===== config.mk =====
export PLATFORM = sky130hd
export DESIGN_NAME = vga_timing_gen_flat
export DESIGN_NICKNAME = d
export VERILOG_FILES = /design/src/rtl/vga_timing_gen_if.sv /design/src/rtl/vga_timing_gen.sv /design/src/flat_wrapper.sv
export SDC_FILE = /design/constraint.sdc
export NUM_CORES = 1
export LEC_CHECK = 0
export CORE_MARGIN = 2
export CORE_UTILIZATION = 41
export DETAILED_ROUTE_END_ITERATION = 7
export GPL_ROUTABILITY_DRIVEN = 0
export GPL_TIMING_DRIVEN = 0
export PLACE_DENSITY = 0.85
export SLEW_MARGIN = 0
export SYNTH_ARGS = -nofsm -noshare
export SYNTH_HDL_FRONTEND = slang
export SYNTH_SLANG_ARGS = --single-unit

===== constraint.sdc =====
create_clock -name clock -period 1.9 [get_ports clock]
set_clock_uncertainty 0.2 [all_clocks]
set_input_delay 0.19 -clock clock [delete_from_list [all_inputs] [get_ports clock]]
set_output_delay 0.19 -clock clock [all_outputs]
set_load 0.01 [all_outputs]

===== src/rtl/vga_timing_gen_if.sv =====
// vga_timing_gen_if: raster timing bundle between the timing generator and its consumers.
// Latency: n/a (wires only). Backpressure: none; the raster free-runs.
// Optional ports frame_cnt / bird_y_hold exist only when VGA_TIMING_FRAME_CNT_EN is defined.
interface vga_timing_gen_if;
  logic        pix_en;
  logic [9:0]  x_pix;
  logic [9:0]  y_pix;
  logic        hsync;
  logic        vsync;
  logic        active;
  logic        frame_start;
  logic [31:0] bird_y_in;
  logic [31:0] bird_y_out;
`ifdef VGA_TIMING_FRAME_CNT_EN
  logic [15:0] frame_cnt;
  logic        bird_y_hold;
`endif

  // Timing generator side
  modport master (
    output pix_en, x_pix, y_pix, hsync, vsync, active, frame_start, bird_y_out,
`ifdef VGA_TIMING_FRAME_CNT_EN
    output frame_cnt,
    input  bird_y_hold,
`endif
    input  bird_y_in
  );

  // Colour stage / HDMI wrapper / processor side
  modport slave (
    input  pix_en, x_pix, y_pix, hsync, vsync, active, frame_start, bird_y_out,
`ifdef VGA_TIMING_FRAME_CNT_EN
    input  frame_cnt,
    output bird_y_hold,
`endif
    output bird_y_in
  );
endinterface


===== src/rtl/vga_timing_gen.sv =====
// vga_timing_gen: 640x480@60 raster timing (pix_en, x/y, syncs, active, frame_start) plus a vblank-latched bird_y shadow.
// Latency: all outputs registered; syncs/active/frame_start change on the same edge as x/y (zero skew).
// Backpressure: none, free-running. Optional VGA_TIMING_FRAME_CNT_EN adds frame_cnt and bird_y_hold.
module vga_timing_gen #(
  parameter int unsigned CLK_DIV  = 4,
  parameter int unsigned H_ACTIVE = 640,
  parameter int unsigned H_FP     = 16,
  parameter int unsigned H_SYNC   = 96,
  parameter int unsigned H_BP     = 48,
  parameter int unsigned V_ACTIVE = 480,
  parameter int unsigned V_FP     = 10,
  parameter int unsigned V_SYNC   = 2,
  parameter int unsigned V_BP     = 33
) (
  input logic              clock,
  input logic              rst,
  vga_timing_gen_if.master vif
);

  localparam int unsigned H_TOTAL = H_ACTIVE + H_FP + H_SYNC + H_BP;
  localparam int unsigned V_TOTAL = V_ACTIVE + V_FP + V_SYNC + V_BP;

  // 11-bit thresholds so a 1024-wide total or sync end never truncates to 0
  localparam logic [3:0]  DIV_LAST  = 4'(CLK_DIV - 1);
  localparam logic [9:0]  X_LAST    = 10'(H_TOTAL - 1);
  localparam logic [9:0]  Y_LAST    = 10'(V_TOTAL - 1);
  localparam logic [9:0]  Y_ACT_END = 10'(V_ACTIVE - 1);
  localparam logic [10:0] X_ACT     = 11'(H_ACTIVE);
  localparam logic [10:0] Y_ACT     = 11'(V_ACTIVE);
  localparam logic [10:0] HS_BEG    = 11'(H_ACTIVE + H_FP);
  localparam logic [10:0] HS_END    = 11'(H_ACTIVE + H_FP + H_SYNC);
  localparam logic [10:0] VS_BEG    = 11'(V_ACTIVE + V_FP);
  localparam logic [10:0] VS_END    = 11'(V_ACTIVE + V_FP + V_SYNC);

  if (H_TOTAL > 1024 || V_TOTAL > 1024) begin : g_bad_total
    $error("vga_timing_gen: H_TOTAL/V_TOTAL must fit 10-bit counters");
  end
  if (CLK_DIV < 1 || CLK_DIV > 16) begin : g_bad_div
    $error("vga_timing_gen: CLK_DIV must be 1..16");
  end

  logic [3:0]  div_q, div_d;
  logic        pix_en_q, pix_en_d;
  logic [9:0]  x_q, x_d;
  logic [9:0]  y_q, y_d;
  logic        hsync_q, hsync_d;
  logic        vsync_q, vsync_d;
  logic        active_q, active_d;
  logic        frame_start_q, frame_start_d;
  logic [31:0] bird_y_q, bird_y_d;
  logic        line_end, vblank_start, capture;
`ifdef VGA_TIMING_FRAME_CNT_EN
  logic [15:0] frame_cnt_q, frame_cnt_d;
`endif

  // Next-state: divider, raster counters and the outputs derived from the next counts
  always_comb begin
    div_d    = (div_q == DIV_LAST) ? 4'd0 : div_q + 4'd1;
    // pix_en trails the divider by one edge, so the first enable lands on
    // release edge CLK_DIV and CLK_DIV=1 gives a constant 1 after release.
    pix_en_d = (div_q == DIV_LAST);
    x_d      = x_q;
    y_d      = y_q;
    line_end = (x_q == X_LAST);
    if (pix_en_q) begin
      if (line_end) begin
        x_d = 10'd0;
        y_d = (y_q == Y_LAST) ? 10'd0 : y_q + 10'd1;
      end else begin
        x_d = x_q + 10'd1;
      end
    end
    hsync_d       = !(({1'b0, x_d} >= HS_BEG) && ({1'b0, x_d} < HS_END));
    vsync_d       = !(({1'b0, y_d} >= VS_BEG) && ({1'b0, y_d} < VS_END));
    active_d      = ({1'b0, x_d} < X_ACT) && ({1'b0, y_d} < Y_ACT);
    frame_start_d = pix_en_q && line_end && (y_q == Y_LAST);
    vblank_start  = pix_en_q && line_end && (y_q == Y_ACT_END);
`ifdef VGA_TIMING_FRAME_CNT_EN
    capture       = vblank_start && !vif.bird_y_hold;
    frame_cnt_d   = frame_start_d ? frame_cnt_q + 16'd1 : frame_cnt_q;
`else
    capture       = vblank_start;
`endif
    bird_y_d      = capture ? vif.bird_y_in : bird_y_q;
  end

  // State registers; reset parks the raster at (0,0) with syncs idle high
  always_ff @(posedge clock or negedge rst) begin
    if (!rst) begin
      div_q         <= 4'd0;
      pix_en_q      <= 1'b0;
      x_q           <= 10'd0;
      y_q           <= 10'd0;
      hsync_q       <= 1'b1;
      vsync_q       <= 1'b1;
      active_q      <= 1'b1;
      frame_start_q <= 1'b0;
      bird_y_q      <= 32'd0;
`ifdef VGA_TIMING_FRAME_CNT_EN
      frame_cnt_q   <= 16'd0;
`endif
    end else begin
      div_q         <= div_d;
      pix_en_q      <= pix_en_d;
      x_q           <= x_d;
      y_q           <= y_d;
      hsync_q       <= hsync_d;
      vsync_q       <= vsync_d;
      active_q      <= active_d;
      frame_start_q <= frame_start_d;
      bird_y_q      <= bird_y_d;
`ifdef VGA_TIMING_FRAME_CNT_EN
      frame_cnt_q   <= frame_cnt_d;
`endif
    end
  end

  assign vif.pix_en      = pix_en_q;
  assign vif.x_pix       = x_q;
  assign vif.y_pix       = y_q;
  assign vif.hsync       = hsync_q;
  assign vif.vsync       = vsync_q;
  assign vif.active      = active_q;
  assign vif.frame_start = frame_start_q;
  assign vif.bird_y_out  = bird_y_q;
`ifdef VGA_TIMING_FRAME_CNT_EN
  assign vif.frame_cnt   = frame_cnt_q;
`endif

endmodule


===== src/flat_wrapper.sv =====
// flat-port wrapper written by rule: the top's interface ports become plain ports
module vga_timing_gen_flat 
#(
  parameter int unsigned CLK_DIV  = 4,
  parameter int unsigned H_ACTIVE = 640,
  parameter int unsigned H_FP     = 16,
  parameter int unsigned H_SYNC   = 96,
  parameter int unsigned H_BP     = 48,
  parameter int unsigned V_ACTIVE = 480,
  parameter int unsigned V_FP     = 10,
  parameter int unsigned V_SYNC   = 2,
  parameter int unsigned V_BP     = 33
)
  (clock, rst, vif_pix_en, vif_x_pix, vif_y_pix, vif_hsync, vif_vsync, vif_active, vif_frame_start, vif_bird_y_out, vif_bird_y_in);
  vga_timing_gen_if vif_i ();
  input logic clock;
  input logic rst;
  output wire logic [$bits(vif_i.pix_en)-1:0] vif_pix_en;
  output wire logic [$bits(vif_i.x_pix)-1:0] vif_x_pix;
  output wire logic [$bits(vif_i.y_pix)-1:0] vif_y_pix;
  output wire logic [$bits(vif_i.hsync)-1:0] vif_hsync;
  output wire logic [$bits(vif_i.vsync)-1:0] vif_vsync;
  output wire logic [$bits(vif_i.active)-1:0] vif_active;
  output wire logic [$bits(vif_i.frame_start)-1:0] vif_frame_start;
  output wire logic [$bits(vif_i.bird_y_out)-1:0] vif_bird_y_out;
  input wire logic [$bits(vif_i.bird_y_in)-1:0] vif_bird_y_in;
  assign vif_pix_en = vif_i.pix_en;
  assign vif_x_pix = vif_i.x_pix;
  assign vif_y_pix = vif_i.y_pix;
  assign vif_hsync = vif_i.hsync;
  assign vif_vsync = vif_i.vsync;
  assign vif_active = vif_i.active;
  assign vif_frame_start = vif_i.frame_start;
  assign vif_bird_y_out = vif_i.bird_y_out;
  assign vif_i.bird_y_in = vif_bird_y_in;
  vga_timing_gen #(.CLK_DIV(CLK_DIV), .H_ACTIVE(H_ACTIVE), .H_FP(H_FP), .H_SYNC(H_SYNC), .H_BP(H_BP), .V_ACTIVE(V_ACTIVE), .V_FP(V_FP), .V_SYNC(V_SYNC), .V_BP(V_BP)) u_core (.clock(clock), .rst(rst), .vif(vif_i));
endmodule

==> metrics.md <==
| Metric | Value |
|---|---|
| DR pass1 iterations | 4 |
| Clk sinks | 61 |
| Tightest Pin Transition | 523 ps |
| Netlist Area Pre-Place | 2800 sq um |
| Die width | 86.6 microns |
| Post-synth top flop | dfrtp_1 |
| Initial antenna violation count | 0 |
| Pin count of the biggest net entering global routing | 41 |
| Worst reg-to-reg path cell count | 8 |
| #FFs+latches synth | 61 |
| Critical R2R Capture | u_core.vif.active |
| Remaining DRCs | 0 |
| Drt total wl | 6820 microns |
| Commonest cells after routing, fill and taps aside | clkdlybuf4s50_1 (88), dfrtp_1 (48), mux2_2 (28) |
| Max VDD drop | 0.441 mV |
| Outcome | finished, violations left |
| Layout area overhead | 57.1% |
| Io pins | 91 |
| Ratio of cells with drive above 1 in the final layout | 34.3% |
| Synth warn | 0 |
| Post-Route Utilization | 65.5% |
| Metal-1 WL | 2770 microns |
| Crit Path Max Fanout | 5 |
| Drt initial violations | 57 |
| Clock transition at path regs | 70 ps |
| Min Tclk post-route | 1980 ps |
| Relative slew margins | 65.2% |
| First-pass GRT wire length | 11000 microns |
| Vias | 2291 |
| Library cells used by synthesis | 52 |
| Startpoint Class | flop |
| Die height | 86.6 microns |
| Worst reg2reg setup slack | -80 ps |
| Violated checks | setup timing |
| Initial core utilization | 41.7% |
| Power per cell area | 614 nW/um^2 |
| RR Startpoint | u_core.vif.y_pix[0] |
| Worst setup EP type | flop |
| Clk root buf | clkbuf_8 |
| Fin crit share | 104% |
| Worst Hold Class | in -> async |
| Critical path class | reg -> reg |
| Clock Path Buffers | 2 |
| Insertion delay to the later sink of the worst-skew pair | 330 ps |
| DPL Wire Length | 4430 microns |
| Asr flop ratio synth | 100% |
| Vias per inst | 5.16 |
| Buffers on Ports | 90 |
| Final setup fails | 32 |
| EDFF count, synth | 0 |
| Metal3 WL | 470 microns |
| Register area share after synthesis | 54.6% |
| Placed instance count | 403 |
| Antenna cells | 0 |
| Crit path arrival time | 2030 ps |
| GRT Util Overall | 19.0% |
| WL/cell | 15.4 microns |
| ANT nets after route | 0 |
| Top layer in use | met4 |
| Post-Place Worst Slack | -147 ps |
| Setup crit end | u_core.vif.active |
| RSZ-0062 raised after global routing | yes |
| Fmax | 504 MHz |
| Finished Layout Cells | 444 |
| Final hold vios | 0 |
| Htree depth | 3 |
| Syn avg cell area | 12.1 sq um |
| MaxCap Viol Count | 0 |
| Overflow after GRT | 0 |
| Core area | 6720 sq um |
| Vias in the first global route | 2271 |
| Final setup margin | -83.1 ps |
| Critical Path RT | 1940 ps |
| Pleak | 0.00180 uW |
| # rows | 30 |
| Slew Limit Fails | 0 |
| CTS tree | yes |
| Crit path launch | u_core.vif.y_pix[0] |
| CTS Buf Count | 9 |
| Mapped Nets | 270 |
| Die area | 7510 sq um |
| Met2 wire len | 3560 microns |
| Most common cell after layout, fill and taps aside | clkdlybuf4s50_1 |
| Final net count | 397 |
| Mapped Cells | 232 |
==> sequential cells by signal, summed over array words and instances, names as in the netlist <==
| register | count |
|---|---|
| u_core.vif.bird_y_out | 32 |
| u_core.vif.frame_start | 1 |
| u_core.vif.vsync | 1 |
| u_core.vif.y_pix | 10 |
| u_core.vif.x_pix | 10 |
| u_core.vif.pix_en | 1 |
| u_core.vif.hsync | 1 |
| u_core.div_q | 4 |
| u_core.vif.active | 1 |
==> layer usage <==
layer  up-vias  track usage (%)
met5         -                0
met4         0             3.98
met3         2             8.57
met2        76             31.5
met1      1120             22.7
li1       1093                -
==> repair_timing <==
action / 4_1_cts / 5_1_grt
endpoints found under the hold margin: 21 / 0
pin swaps: 13 / 4
gates resized for setup: 26 / 8
hold buffers: 1 / 0
cloned: 0 / 2
buffers inserted: 17 / 5
endpoints found under the setup margin: 37 / 37
==> worst min-delay path by stage <==
stage,endpoint,slack [ps],cells past startpoint
6_report,u_core.vif.y_pix[1],160,2
5_1_grt,u_core.vif.x_pix[5],200,2
4_1_cts,u_core.vif.x_pix[1],160,2
3_5_place_dp,u_core.vif.y_pix[7],-3,1
3_3_place_gp,u_core.div_q[0],250,1
2_1_floorplan,u_core.div_q[0],-310,0
==> synth_stat cells, types with 3 or more instances <==
cell type / number / area (sq um)
a21oi_1: 4 / 20.0
buf_2: 6 / 30.0
nand3_1: 10 / 50.1
or3_1: 4 / 25.0
nor3_1: 5 / 25.0
nand4_1: 4 / 25.0
o21ai_0: 11 / 55.1
a31oi_1: 3 / 18.8
nand2_1: 12 / 45.0
nor2_1: 16 / 60.1
ha_1: 4 / 50.1
xnor2_1: 8 / 70.1
mux2_2: 28 / 315
mux2_1: 5 / 56.3
nor4_1: 4 / 25.0
dfstp_2: 3 / 78.8
nand2b_1: 4 / 25.0
dfrtp_1: 58 / 1450
inv_1: 6 / 22.5
==> layout make-up <==
cell class,instances,area [sq um]
Sequential cell,61,1540
Buffer,8,87.6
Tap cell,80,100
Clock buffer,16,200
Multi-Input combinational cell,156,1320
Inverter,7,26.3
Timing Repair Buffer,116,1120
Fill cell,497,2320
==> where the power goes <==
part           leakage, uW  internal, uW  total [uW]  switching, uW
registers         0.000739          1330        1350           16.3
logic             0.000956           148         222           74.0
clock network     0.000103           654        1130            475
==> critical path, stage by stage, from the launching register on <==
cell and delay (ps):
dfrtp_2 450, inv_2 80, ha_1 140, and4bb_2 250, and4_4 260, o21ai_2 70, a21oi_2 160, inv_2 60
a311oi_2 240
==> cells by family (layout without fill, tap and decap cells) <==
group | Yosys count | count (layout) | share of synthesized area (%)
AOI/OAI and AO/OA | 29 | 29 | 7.46
adders and majority gates | 4 | 4 | 1.79
xor gates and xnor gates | 10 | 10 | 3.13
muxes | 35 | 35 | 14.0
and+or+nand+nor | 78 | 78 | 16.3
DFF | 61 | 61 | 54.6
buffers and inverters | 15 | 147 | 2.68
==> metrics by stage <==
stage / total power (uW) / cell area [sq um] / hold slack [ps] / setup TNS, ps
floorplan: 1420 / 2880 / -306 / -145
global placement: 1590 / 3880 / 249 / -93310
detailed placement: 1600 / 3890 / -3.41 / -3090
CTS: 2750 / 4310 / 156 / -206
global route: 2830 / 4400 / 197 / -2970
finish: 2700 / 4400 / 161 / -470
No activity file was read; power rests on OpenSTA's default activity.
